===== config.mk =====
export PLATFORM = sky130hd
export DESIGN_NAME = my_perf_monitor
export DESIGN_NICKNAME = d
export VERILOG_FILES = /design/src/rtl/perf_pkg.sv /design/src/rtl/commit_popcount.sv /design/src/rtl/my_perf_monitor.sv
export SDC_FILE = /design/constraint.sdc
export NUM_CORES = 1
export LEC_CHECK = 0
export ABC_CLOCK_PERIOD_IN_PS = 3900
export CELL_PAD_IN_SITES_DETAIL_PLACEMENT = 0
export CELL_PAD_IN_SITES_GLOBAL_PLACEMENT = 1
export CORE_MARGIN = 1
export CORE_UTILIZATION = 34
export CTS_CLUSTER_DIAMETER = 100
export DETAILED_ROUTE_END_ITERATION = 12
export PLACE_DENSITY_LB_ADDON = 0.15
export SLEW_MARGIN = 20
export SYNTH_ARGS = -nofsm -noshare
export SYNTH_HDL_FRONTEND = slang
export SYNTH_SLANG_ARGS = --single-unit

===== constraint.sdc =====
create_clock -name clk_in -period 3.9 [get_ports clk_in]
set_clock_uncertainty 0.1 [all_clocks]
set_input_delay 0.585 -clock clk_in [delete_from_list [all_inputs] [get_ports clk_in]]
set_output_delay 0.585 -clock clk_in [all_outputs]
set_load 0.03 [all_outputs]

===== src/rtl/perf_pkg.sv =====
// Shared types and constants for the benchmark performance monitor.
// Holds the run-state encoding, led_out source encodings and the default halt address.
// No logic here; imported by the monitor top.
package perf_pkg;

  typedef enum logic [1:0] {
    IDLE    = 2'd0,
    RUN     = 2'd1,
    DONE    = 2'd2,
    TIMEOUT = 2'd3
  } perf_state_t;

  typedef enum logic [1:0] {
    LED_CYCLES  = 2'd0,
    LED_RETIRED = 2'd1,
    LED_RESULT  = 2'd2,
    LED_STATUS  = 2'd3
  } led_sel_t;

  // Store to this address ends a benchmark run.
  localparam logic [31:0] TOHOST_ADDR_DEFAULT = 32'h0000_1000;

endpackage


===== src/rtl/commit_popcount.sv =====
// Counts set bits of a per-lane commit-valid vector.
// Latency: combinational, zero cycles.
// Backpressure: none; pure function of the input vector.
module commit_popcount #(
  parameter int N = 2
) (
  input  logic [N-1:0]          valid_i,
  output logic [$clog2(N):0]    count_o
);

  localparam int PC_W = $clog2(N) + 1;

  // Ripple sum over lanes; N is at most 8 so the adder chain stays short.
  always_comb begin
    count_o = '0;
    for (int i = 0; i < N; i++) begin
      count_o = count_o + PC_W'(valid_i[i]);
    end
  end

endmodule

// rtl/my_perf_monitor.sv
// Benchmark harness: counts cycles/retired instructions from start until tohost store or watchdog.
// Latency: status, counters and result registered (1 cycle); led_out one further cycle.
// Backpressure: none; observes the core every cycle. Optional retire histogram under PERF_HIST_EN.
module my_perf_monitor
  import perf_pkg::*;
#(
  parameter int          N_COMMIT    = 2,
  parameter int          CNT_W       = 32,
  parameter logic [31:0] TOHOST_ADDR = TOHOST_ADDR_DEFAULT,
  parameter int          MAX_CYCLES  = 1000
) (
  input  logic                clk_in,
  input  logic                rst_in,
  input  logic                start_in,
  input  logic [N_COMMIT-1:0] commit_valid_in,
  input  logic                store_valid_in,
  input  logic [31:0]         store_addr_in,
  input  logic [31:0]         store_data_in,
  input  logic [1:0]          sel_in,
  output logic [CNT_W-1:0]    cycles_out,
  output logic [CNT_W-1:0]    retired_out,
  output logic [31:0]         result_out,
  output logic                busy_out,
  output logic                done_out,
  output logic                timeout_out,
  output logic [15:0]         led_out
`ifdef PERF_HIST_EN
  ,
  input  logic [$clog2(N_COMMIT+1)-1:0] hist_idx_in,
  output logic [CNT_W-1:0]              hist_out
`endif
);

  localparam int PC_W = $clog2(N_COMMIT) + 1;
  localparam logic [CNT_W-1:0] LAST_CYCLE = CNT_W'(MAX_CYCLES - 1);

  perf_state_t      state_q;
  logic [CNT_W-1:0] cycles_q, retired_q;
  logic [31:0]      result_q;
  logic             busy_q, done_q, timeout_q;
  logic [15:0]      led_q;
  logic [PC_W-1:0]  commit_cnt;
  logic             halt;

  function automatic logic [CNT_W-1:0] sat_add(input logic [CNT_W-1:0] a,
                                               input logic [CNT_W-1:0] b);
    logic [CNT_W:0] s;
    s = {1'b0, a} + {1'b0, b};
    return s[CNT_W] ? {CNT_W{1'b1}} : s[CNT_W-1:0];
  endfunction

  commit_popcount #(.N(N_COMMIT)) u_popcount (
    .valid_i (commit_valid_in),
    .count_o (commit_cnt)
  );

  assign halt = store_valid_in && (store_addr_in == TOHOST_ADDR);

  // Run-control FSM with counters, result latch and registered state decode.
  always_ff @(posedge clk_in) begin
    if (rst_in) begin
      state_q   <= IDLE;
      cycles_q  <= '0;
      retired_q <= '0;
      result_q  <= '0;
      busy_q    <= 1'b0;
      done_q    <= 1'b0;
      timeout_q <= 1'b0;
    end else begin
      case (state_q)
        RUN: begin
          // Every RUN cycle is counted, including the one that ends the run.
          cycles_q  <= sat_add(cycles_q, CNT_W'(1));
          retired_q <= sat_add(retired_q, CNT_W'(commit_cnt));
          if (halt) begin
            result_q <= store_data_in;
            state_q  <= DONE;
            busy_q   <= 1'b0;
            done_q   <= 1'b1;
          end else if (cycles_q == LAST_CYCLE) begin
            state_q   <= TIMEOUT;
            busy_q    <= 1'b0;
            timeout_q <= 1'b1;
          end
        end
        default: begin
          // IDLE, DONE and TIMEOUT all hold their results until a new start.
          if (start_in) begin
            state_q   <= RUN;
            cycles_q  <= '0;
            retired_q <= '0;
            result_q  <= '0;
            busy_q    <= 1'b1;
            done_q    <= 1'b0;
            timeout_q <= 1'b0;
          end
        end
      endcase
    end
  end

  // LED mux registered from the already-registered sources.
  always_ff @(posedge clk_in) begin
    if (rst_in) begin
      led_q <= '0;
    end else begin
      case (led_sel_t'(sel_in))
        LED_CYCLES:  led_q <= cycles_q[15:0];
        LED_RETIRED: led_q <= retired_q[15:0];
        LED_RESULT:  led_q <= result_q[15:0];
        default:     led_q <= {13'b0, timeout_q, done_q, busy_q};
      endcase
    end
  end

  assign cycles_out  = cycles_q;
  assign retired_out = retired_q;
  assign result_out  = result_q;
  assign busy_out    = busy_q;
  assign done_out    = done_q;
  assign timeout_out = timeout_q;
  assign led_out     = led_q;

`ifdef PERF_HIST_EN
  localparam int HI_W = $clog2(N_COMMIT + 1);

  logic [CNT_W-1:0] bins_q [N_COMMIT+1];
  logic [CNT_W-1:0] hist_q;

  // Bin k counts RUN cycles with exactly k commits; cleared on reset and on start.
  always_ff @(posedge clk_in) begin
    if (rst_in || (state_q != RUN && start_in)) begin
      for (int k = 0; k <= N_COMMIT; k++) bins_q[k] <= '0;
    end else if (state_q == RUN) begin
      for (int k = 0; k <= N_COMMIT; k++) begin
        if (commit_cnt == PC_W'(k)) bins_q[k] <= sat_add(bins_q[k], CNT_W'(1));
      end
    end
  end

  // Registered bin readout; out-of-range indices read as zero.
  always_ff @(posedge clk_in) begin
    if (rst_in) begin
      hist_q <= '0;
    end else begin
      hist_q <= '0;
      for (int k = 0; k <= N_COMMIT; k++) begin
        if (hist_idx_in == HI_W'(k)) hist_q <= bins_q[k];
      end
    end
  end

  assign hist_out = hist_q;
`endif

endmodule


==> impl_metrics.csv, run 1 <==
group,metric,value,unit
worst_setup_path,crit_path_max_fanout,4,
clock_network,htree_levels,4,
finish,area.growth.synth_to_final,46.3,%
clock_network,cts_tree,"yes",
clock_network,cts_inserted_buffers,17,
synthesis,synth_cell_type_count,57,
finish,design.final.nets,924,
clock_network,cts_setup_buffers,0,
die,core_area,16100,um^2
synthesis,yosys_most_used_dff,"dfxtp_1",
clock_network,cts.clk_slew.worst_paths,0.06,ns
synthesis,synth.cells.most_frequent,"dfxtp_1 (117), a21oi_1 (77), nor2_1 (55)",
run_status,status,"finished, final reports clean",
sta,max_slew.worst_pin.slew,0.897,ns
die,die_x,131,um
synthesis,synth.yosys.warnings,0,
global_route,met3_usage,0.0482,
sta,relative_max_transition_margin,0.397,
synthesis,synth.top_cells.by_area,"dfxtp_1 (41%), a21oi_1 (6.8%), a22o_1 (4.9%)",
synthesis,synthesis.area,5700,um^2
route,avgViaCountPerCell,5.65,
die,floorplan.die.height,131,um
synthesis,yosysTopAreaCell,"dfxtp_1",
die,rows,46,
finish,final_layout_size_suffix_gt1_frac,0.0951,
die,die-area,17300,um^2
finish,fillerInstances,1511,
synthesis,seq_area_frac_synth,0.411,
sta,hold_ws,0.385,ns
power_and_ir_drop,p_per_area,355,nW/um^2
synthesis,synthCells,675,
global_route,gr-usage-all-layers,0.228,
global_route,grt.met1_usage,0.287,
sta,fmax,327,MHz
synthesis,synth_largest_type_area_fraction,0.411,
sta,post-route-period-util,0.785,
die,ios,187,
power_and_ir_drop,leakage,0.00282,uW
global_route,via_count_of_the_first_global_routing_pass,5765,
route,drt-wirelength-per-cell,18.3,um
worst_setup_path,timing.critical_path.from_type,"input port",
die,initial_utilization,0.354,
worst_setup_path,worstSetupPathType,"input port to register",
global_route,grtUsageMet2,0.382,
global_route,grt_busiest_layer,"met2",
sta,finalMaxSlewViolations,0,
sta,fin_setup_tns,0,ns
clock_network,postCtsResizedCells,0,
synthesis,synth_enable_flop_cells,0,
clock_network,cts.hold.buffers_added,0,
sta,period_minus_slack,3.06,ns
job,maxCapViolations,0,
global_route,pin_count_of_the_biggest_net_entering_global_routing,61,
power_and_ir_drop,peakVddDrop,0.295,mV
clock_network,numClockSinks,117,
clock_network,cts.root.buffer_cell,"clkbuf_16",
worst_setup_path,worstPathArrival,3.31,ns
worst_setup_path,setup.worst_path.end_class,"register",
global_route,grt_first_pass_wirelength,31.1,mm
route,first_pass_iters,7,
global_route,gr-total-overflow,0,
sta,finalSetupViolations,0,
clock_network,worst_skew_pair.late_latency,0.42,ns
synthesis,async_s_r_ff_share_synth,0,
finish,antennaDiodeCount,0,
synthesis,synth_fp_nets,750,
sta,rsz0062_at_grt,"no",
placed_design,routabilityCongestion,0.849,
placed_design,final_hpwl_from_detailed_placement,14.0,mm
sta,timing_hold_violations_final,0,
synthesis,syn-mean-instance-area,8.44,um^2
synthesis,yosys_register_bits,117,
clock_network,number_of_buffers_on_the_longest_clock_path,2,
hold_path,worstHoldPathType,"register to register",
worst_setup_path,critPathRequiredTime,4.15,ns
route,drc_errors,0,
placed_design,port_buffers,186,
route,detailroute.via_count,6089,
route,drt_iter0_markers,371,
synthesis,synth_most_common_cell,"dfxtp_1",
route,detail_route.wirelength,19.8,mm
route,antenna_violating_nets_post_route,0,
global_route,antenna_found_initial,0,
power_and_ir_drop,total_power,2960,uW
[through the flow]
stage / cells / setup slack [ns] / instance area, um^2 / util
floorplan: 675 / 1.00 / 5700 / -
global placement: 1046 / 0.466 / 7750 / 0.481
detailed placement: 1046 / 0.402 / 7750 / 0.481
CTS: 1078 / 0.832 / 8340 / 0.517
global route: 1078 / 0.672 / 8340 / 0.517
finish: 1078 / 0.840 / 8340 / 0.517
[kinds of logic (layout without fill, tap and decap cells)]
family / after synthesis / after routing / synth area share
buffers and inverters: 55 / 242 / 0.0404
AOI/OAI and AO/OA: 187 / 187 / 0.204
muxes: 37 / 37 / 0.0753
DFF: 117 / 117 / 0.411
and+or+nand+nor: 273 / 273 / 0.256
xor gates and xnor gates: 3 / 3 / 0.00461
adders and majority gates: 3 / 3 / 0.00790
[critical path, cell delays in order]
cell             delay, ns
clkdlybuf4s50_1       0.45
inv_1                 0.05
fa_1                  0.44
inv_1                 0.08
ha_1                  0.19
nand3_1               0.16
or4_1                 0.56
nor4_1                0.50
a221oi_1              0.11
a21oi_1               0.17
[metal layers]
metal  wire length [um]  vias to the layer above
met5                  0                        -
met4                242                        0
met3               1200                       23
met2               9730                      246
met1               8590                     2921
li1                   -                     2899
[path summary, 6_finish.rpt]
path | slack (ns) | to | from | cells after the start
hold reg to reg | 0.38 | result_out[24] | result_out[24] | 1
hold / removal | 0.38 | result_out[24] | result_out[24] | 1
setup reg to reg | 0.93 | cycles_out[25] | cycles_out[0] | 6
setup / recovery | 0.84 | retired_out[29] | commit_valid_in[0] | 10
[flip-flops by register name (all words and copies together), names as in the netlist]
name,count
busy_out,1
result_out,32
state_q,2
retired_out,32
timeout_out,1
led_out,16
done_out,1
cycles_out,32
[placed cells by master, fill, tap and decap left out, drive strengths merged, types with 11 or more instances in the layout]
cell | netlist | layout
o21ai | 32 | 32
nand2 | 47 | 47
and3 | 14 | 14
clkdlybuf4s50 | 0 | 185
buf | 11 | 16
mux2i | 17 | 17
inv | 9 | 11
a21oi | 78 | 78
nand3 | 37 | 37
nor3 | 19 | 19
dfxtp | 117 | 117
nor4 | 22 | 22
nor2 | 55 | 55
nand4 | 22 | 22
mux2 | 17 | 17
a31oi | 18 | 18
clkbuf | 35 | 17
a22o | 32 | 32
[where the power goes]
group / internal (uW) / switching, uW / total [uW]
sequential: 1200 / 7.02 / 1210
combinational: 98.8 / 119 / 218
clock: 941 / 593 / 1530
total: 2240 / 720 / 2960
[cell type report]
cell class	count	area, um^2	share of cell area
well taps	216	270	0.0324
clock buffers	17	425	0.0510
inverters	9	33.8	0.00405
multi-input cells	503	3140	0.376
clock inverters	15	158	0.0189
flip-flops and latches	117	2340	0.281
repair buffers	201	1970	0.236
No activity file was read; power rests on OpenSTA's default activity.
==> run 2: changes to the inputs <==
- ABC_CLOCK_PERIOD_IN_PS: 3900 -> 3100
- clock period: 3.9 -> 3.1 ns (I/O delays scaled with it)
==> run 2 against run 1 <==
Against the previous run: non-clock buffer count is 14 higher; core utilization is 1.1 points higher; setup slack worse by 0.53 ns; routed wire length is 0.15% higher; clock power is 36% higher; register-to-register slack worse by 0.51 ns; critical endpoint unchanged.
==> impl_metrics.csv, run 2 (synthesized netlist as in run 1, its figures left out) <==
group,metric,value,unit
run_status,status,"finished, final reports clean",
sta,period_minus_slack,2.79,ns
worst_setup_path,critPathRequiredTime,3.33,ns
clock_network,cts.hold.buffers_added,0,
die,initial_utilization,0.354,
placed_design,port_buffers,186,
die,die_x,131,um
finish,design.final.nets,938,
clock_network,cts_inserted_buffers,17,
worst_setup_path,worst_path_max_delay_cell,"or4_1",
sta,timing_hold_violations_final,0,
global_route,antenna_found_initial,0,
route,drc_errors,0,
die,floorplan.die.height,131,um
die,ios,187,
global_route,gr-usage-all-layers,0.229,
sta,finalMaxSlewViolations,0,
die,rows,46,
route,avgViaCountPerCell,5.60,
route,detail_route.wirelength,19.8,mm
worst_setup_path,crit_path_max_fanout,3,
clock_network,postCtsResizedCells,0,
clock_network,cts_tree,"yes",
clock_network,number_of_buffers_on_the_longest_clock_path,2,
worst_setup_path,worstPathArrival,3.02,ns
worst_setup_path,setup.worst_path.end_class,"register",
worst_setup_path,cp_num_buf_inv,4,
worst_setup_path,critPathLaunch,"commit_valid_in[0]",
sta,rsz0062_at_grt,"no",
power_and_ir_drop,p_per_area,456,nW/um^2
route,first_pass_iters,5,
worst_setup_path,rr_startpoint,"cycles_out[0]",
finish,final_common_cell,"clkdlybuf4s50_1",
clock_network,numClockSinks,117,
route,drt_iter0_markers,486,
global_route,via_count_of_the_first_global_routing_pass,5859,
sta,fmax,359,MHz
global_route,grt_first_pass_wirelength,31.5,mm
worst_setup_path,timing.critical_path.from_type,"input port",
worst_setup_path,critical_path.top_delay_family,"simple AND/OR/NAND/NOR gates",
sta,hold_ws,0.379,ns
die,core_area,16100,um^2
placed_design,final_hpwl_from_detailed_placement,14.1,mm
sta,finalSetupViolations,0,
power_and_ir_drop,leakage,0.00292,uW
finish,final_layout_size_suffix_gt1_frac,0.110,
clock_network,cts.clk_slew.worst_paths,0.06,ns
global_route,gr-total-overflow,0,
finish,antennaDiodeCount,0,
die,die-area,17300,um^2
clock_network,worst_skew_pair.late_latency,0.42,ns
placed_design,routabilityCongestion,0.841,
job,maxCapViolations,0,
finish,area.growth.synth_to_final,49.3,%
worst_setup_path,cp_slowest_stage_delay,0.57,ns
finish,fillerInstances,1515,
global_route,pin_count_of_the_biggest_net_entering_global_routing,57,
worst_setup_path,timing.critical_path.cells,"clkdlybuf4s50_1 -> inv_1 -> fa_1 -> inv_1 -> ha_1 -> nand3_1 -> or4_1 -> nor4_1 -> buf_4 -> a221oi_1 -> a21oi_1",
sta,post-route-period-util,0.899,
worst_setup_path,worstSetupPathType,"input port to register",
hold_path,worstHoldStart,"result_out[21]",
route,detailroute.via_count,6110,
power_and_ir_drop,peakVddDrop,0.367,mV
hold_path,worstHoldPathType,"register to register",
finish,final_cell_mix,"clkdlybuf4s50_1 (185), dfxtp_1 (117), a21oi_1 (77)",
clock_network,htree_levels,4,
power_and_ir_drop,total_power,3880,uW
clock_network,cts.root.buffer_cell,"clkbuf_16",
clock_network,cts_setup_buffers,0,
worst_setup_path,path_common_cell,"inv_1",
route,drt-wirelength-per-cell,18.1,um
sta,max_slew.worst_pin.slew,0.811,ns
finish,post-route-util,0.528,
route,antenna_violating_nets_post_route,0,
sta,relative_max_transition_margin,0.458,
-- run 2: changes by cell type in the layout (fill, tap and decap cells not counted), moves of 2 or more --
cell,before,now
buf_12,0,2
buf_4,15,27
clkbuf_8,0,2
clkinv_2,3,1
-- run 2: worst paths after layout --
check,end,slack [ns],cells after the start
hold / removal,result_out[21],0.38,1
hold reg to reg,result_out[21],0.38,1
setup reg to reg,cycles_out[11],0.42,6
setup / recovery,retired_out[29],0.31,11
-- run 2: per-layer routing --
metal	GRT usage	wire length, um	up-vias
li1	-	-	2917
met4	0.0788	379	0
met3	0.0417	1120	33
met2	0.385	9720	234
met1	0.293	8580	2926
met5	0	0	-
-- run 2: layout make-up --
| cell class | count | area [um^2] | share of cell area |
|---|---|---|---|
| Sequential cell | 117 | 2340 | 0.275 |
| Timing Repair Buffer | 215 | 2100 | 0.247 |
| Multi-Input combinational cell | 503 | 3140 | 0.369 |
| Inverter | 9 | 33.8 | 0.00397 |
| Tap cell | 216 | 270 | 0.0318 |
| Clock buffer | 19 | 453 | 0.0533 |
| Clock inverter | 13 | 170 | 0.0200 |
-- run 2: stage by stage --
step / setup TNS, ns / worst slack [ns] / cell area, um^2 / instances
finish: 0 / 0.313 / 8510 / 1092
global placement: -0.225 / -0.0824 / 7880 / 1060
CTS: 0 / 0.300 / 8510 / 1092
global route: 0 / 0.182 / 8510 / 1092
floorplan: 0 / 0.264 / 5700 / 675
detailed placement: -0.297 / -0.120 / 7880 / 1060
-- run 2: worst register-to-register path: stages, from the launching register on --
cell and delay, ns:
dfxtp_1 0.53, ha_1 0.30, nand2_1 0.10, or4_4 0.55
or4_4 0.67, a21o_1 0.23, a21oi_1 0.13
-- run 2: power by group --
part,internal (uW),leakage [uW],switching (uW)
Sequential,1510,0.000943,9.18
Combinational,132,0.00168,151
Clock,1320,0.000297,760
==> run 3: changes to the inputs <==
- CORE_ASPECT_RATIO: default -> 2
==> run 3 against run 2 <==
Against the previous run: register-to-register slack got worse by 0.05 ns; largest cell class unchanged; total power decreased by 0.56%; non-clock buffer count increased by 5; routed wire length increased by 11%; hold slack about the same; global-route usage increased by 2.3 points; first-iteration DRC count decreased by 40%.
==> impl_metrics.csv, run 3 (synthesized netlist as in run 1, its figures left out) <==
group,metric,value,unit
clock_network,cts.root.buffer_cell,"clkbuf_16",
global_route,gr-total-overflow,0,
die,initial_utilization,0.348,
clock_network,cts.clk_slew.worst_paths,0.06,ns
worst_setup_path,cp_slowest_stage_delay,0.45,ns
power_and_ir_drop,share_of_total_power_in_the_clock_network,0.532,
power_and_ir_drop,p_sw_frac,0.224,
finish,final_layout_size_suffix_gt1_frac,0.111,
job,maxCapViolations,0,
route,drt_iter0_markers,293,
power_and_ir_drop,p_per_area,455,nW/um^2
hold_path,worstHoldPathType,"register to register",
power_and_ir_drop,power_report.internal_total,2990,uW
sta,fmax,350,MHz
sta,post-route-period-util,0.923,
finish,design_area,8480,um^2
route,detailroute.via_count,6129,
sta,finalSetupViolations,0,
worst_setup_path,worstPathArrival,3.09,ns
clock_network,cts.hold.buffers_added,0,
global_route,gr-usage-all-layers,0.252,
finish,final_cells,1084,
global_route,grt_first_pass_wirelength,32.9,mm
global_route,antenna_found_initial,0,
clock_network,numClockSinks,117,
route,drt-wirelength-per-cell,20.2,um
worst_setup_path,timing.critical_path.from_type,"input port",
worst_setup_path,timing.critical_path.cells,"clkdlybuf4s50_1 -> inv_1 -> fa_1 -> inv_1 -> ha_1 -> nand3_1 -> nor4_2 -> buf_4 -> nand3_1 -> or3_1 -> a31oi_1",
die,floorplan.die.height,185,um
finish,final_cell_mix,"clkdlybuf4s50_1 (185), dfxtp_1 (117), a21oi_1 (77)",
route,drc_errors,0,
finish,final_common_cell,"clkdlybuf4s50_1",
finish,antennaDiodeCount,0,
clock_network,cts_setup_buffers,0,
sta,timing_hold_violations_final,0,
sta,max_slew.worst_pin.slew,0.910,ns
placed_design,placed_instance_area,7880,um^2
power_and_ir_drop,power.combinational.fraction,0.074,
sta,relative_max_transition_margin,0.392,
power_and_ir_drop,leakage,0.00294,uW
clock_network,cts_tree,"yes",
power_and_ir_drop,peakVddDrop,0.330,mV
placed_design,final_hpwl_from_detailed_placement,16.2,mm
placed_design,routabilityCongestion,0.888,
clock_network,worst_skew_pair.late_latency,0.42,ns
clock_network,postCtsResizedCells,0,
worst_setup_path,critPathRequiredTime,3.33,ns
worst_setup_path,setup.worst_path.end_class,"register",
worst_setup_path,worstSetupPathType,"input port to register",
finish,fillerInstances,1535,
worst_setup_path,cp_num_buf_inv,4,
die,die-area,17300,um^2
global_route,pin_count_of_the_biggest_net_entering_global_routing,78,
finish,design.final.nets,943,
die,core_area,16400,um^2
global_route,via_count_of_the_first_global_routing_pass,6036,
finish,area.growth.synth_to_final,48.9,%
placed_design,port_buffers,186,
worst_setup_path,crit_path_max_fanout,4,
clock_network,cts_inserted_buffers,17,
route,avgViaCountPerCell,5.65,
run_status,status,"finished, final reports clean",
die,die_x,93.5,um
power_and_ir_drop,total_switching_power,865,uW
route,antenna_violating_nets_post_route,0,
power_and_ir_drop,seqPwrFrac,0.394,
die,rows,66,
route,first_pass_iters,5,
die,ios,187,
clock_network,number_of_buffers_on_the_longest_clock_path,2,
sta,rsz0062_at_grt,"no",
worst_setup_path,critical_path.top_delay_family,"simple AND/OR/NAND/NOR gates",
sta,period_minus_slack,2.86,ns
route,detail_route.wirelength,21.9,mm
placed_design,dp_cells,1053,
clock_network,htree_levels,4,
sta,finalMaxSlewViolations,0,
worst_setup_path,worst_path_max_delay_cell,"clkdlybuf4s50_1",
[run 3: cell types whose count changed in the layout (fill, tap and decap cells not counted), sizes merged]
cell	previous run	this run
inv	12	9
buf	30	35
clkbuf	19	20
clkinv	4	6
bufinv	3	4
clkinvlp	3	1
[run 3: path summary, 6_finish.rpt]
path                                    startpoint         endpoint  slack [ns]  cells past startpoint
worst max-delay path            commit_valid_in[0]  retired_out[20]        0.24                     11
worst min-delay path                result_out[20]   result_out[20]        0.38                      1
worst max register to register      retired_out[0]  retired_out[20]        0.37                     10
worst min register to register      result_out[20]   result_out[20]        0.38                      1
[run 3: worst reg2reg max path: cells and delay by family (launching register included)]
family,cells,cell delay (ns)
flops,1,0.40
fa+ha+maj,2,0.56
buf+inv,3,0.35
simple gates,4,1.06
compound gates,1,0.18
[run 3: metrics by stage]
step                hold WS (ns)  utilization  setup TNS, ns  total power, uW  worst slack [ns]
floorplan                  0.356            -              0             1670             0.264
global placement           0.363        0.482          -2.84             1830            -0.135
detailed placement         0.368        0.482          -3.45             1840            -0.184
CTS                        0.383        0.519              0             3890             0.247
global route               0.399        0.519              0             3990            0.0262
finish                     0.378        0.519              0             3860             0.240
[run 3: final cells by class]
type                    count  area [um^2]  share of cell area
multi-input cells         503         3140               0.370
flip-flops and latches    117         2340               0.276
repair buffers            220         2110               0.249
clock buffers              20          447              0.0526
well taps                 204          255              0.0301
clock inverters            11          158              0.0186
inverters                   9         33.8             0.00398
[run 3: per-layer routing]
metal  global-route usage  routed length [um]  share of wire
met3               0.0447                1060          0.048
met1                0.263                8040           0.37
met5                    0                   0              0
met4                0.118                 646          0.030
met2                0.477               12200           0.56
[run 3: power by group through the flow]
stage | logic (uW) | registers, uW | clock network [uW]
detailed placement | 284 | 1550 | 0
global placement | 281 | 1550 | 0
global route | 306 | 1520 | 2160
finish | 285 | 1520 | 2050
floorplan | 110 | 1560 | 0
CTS | 286 | 1520 | 2090
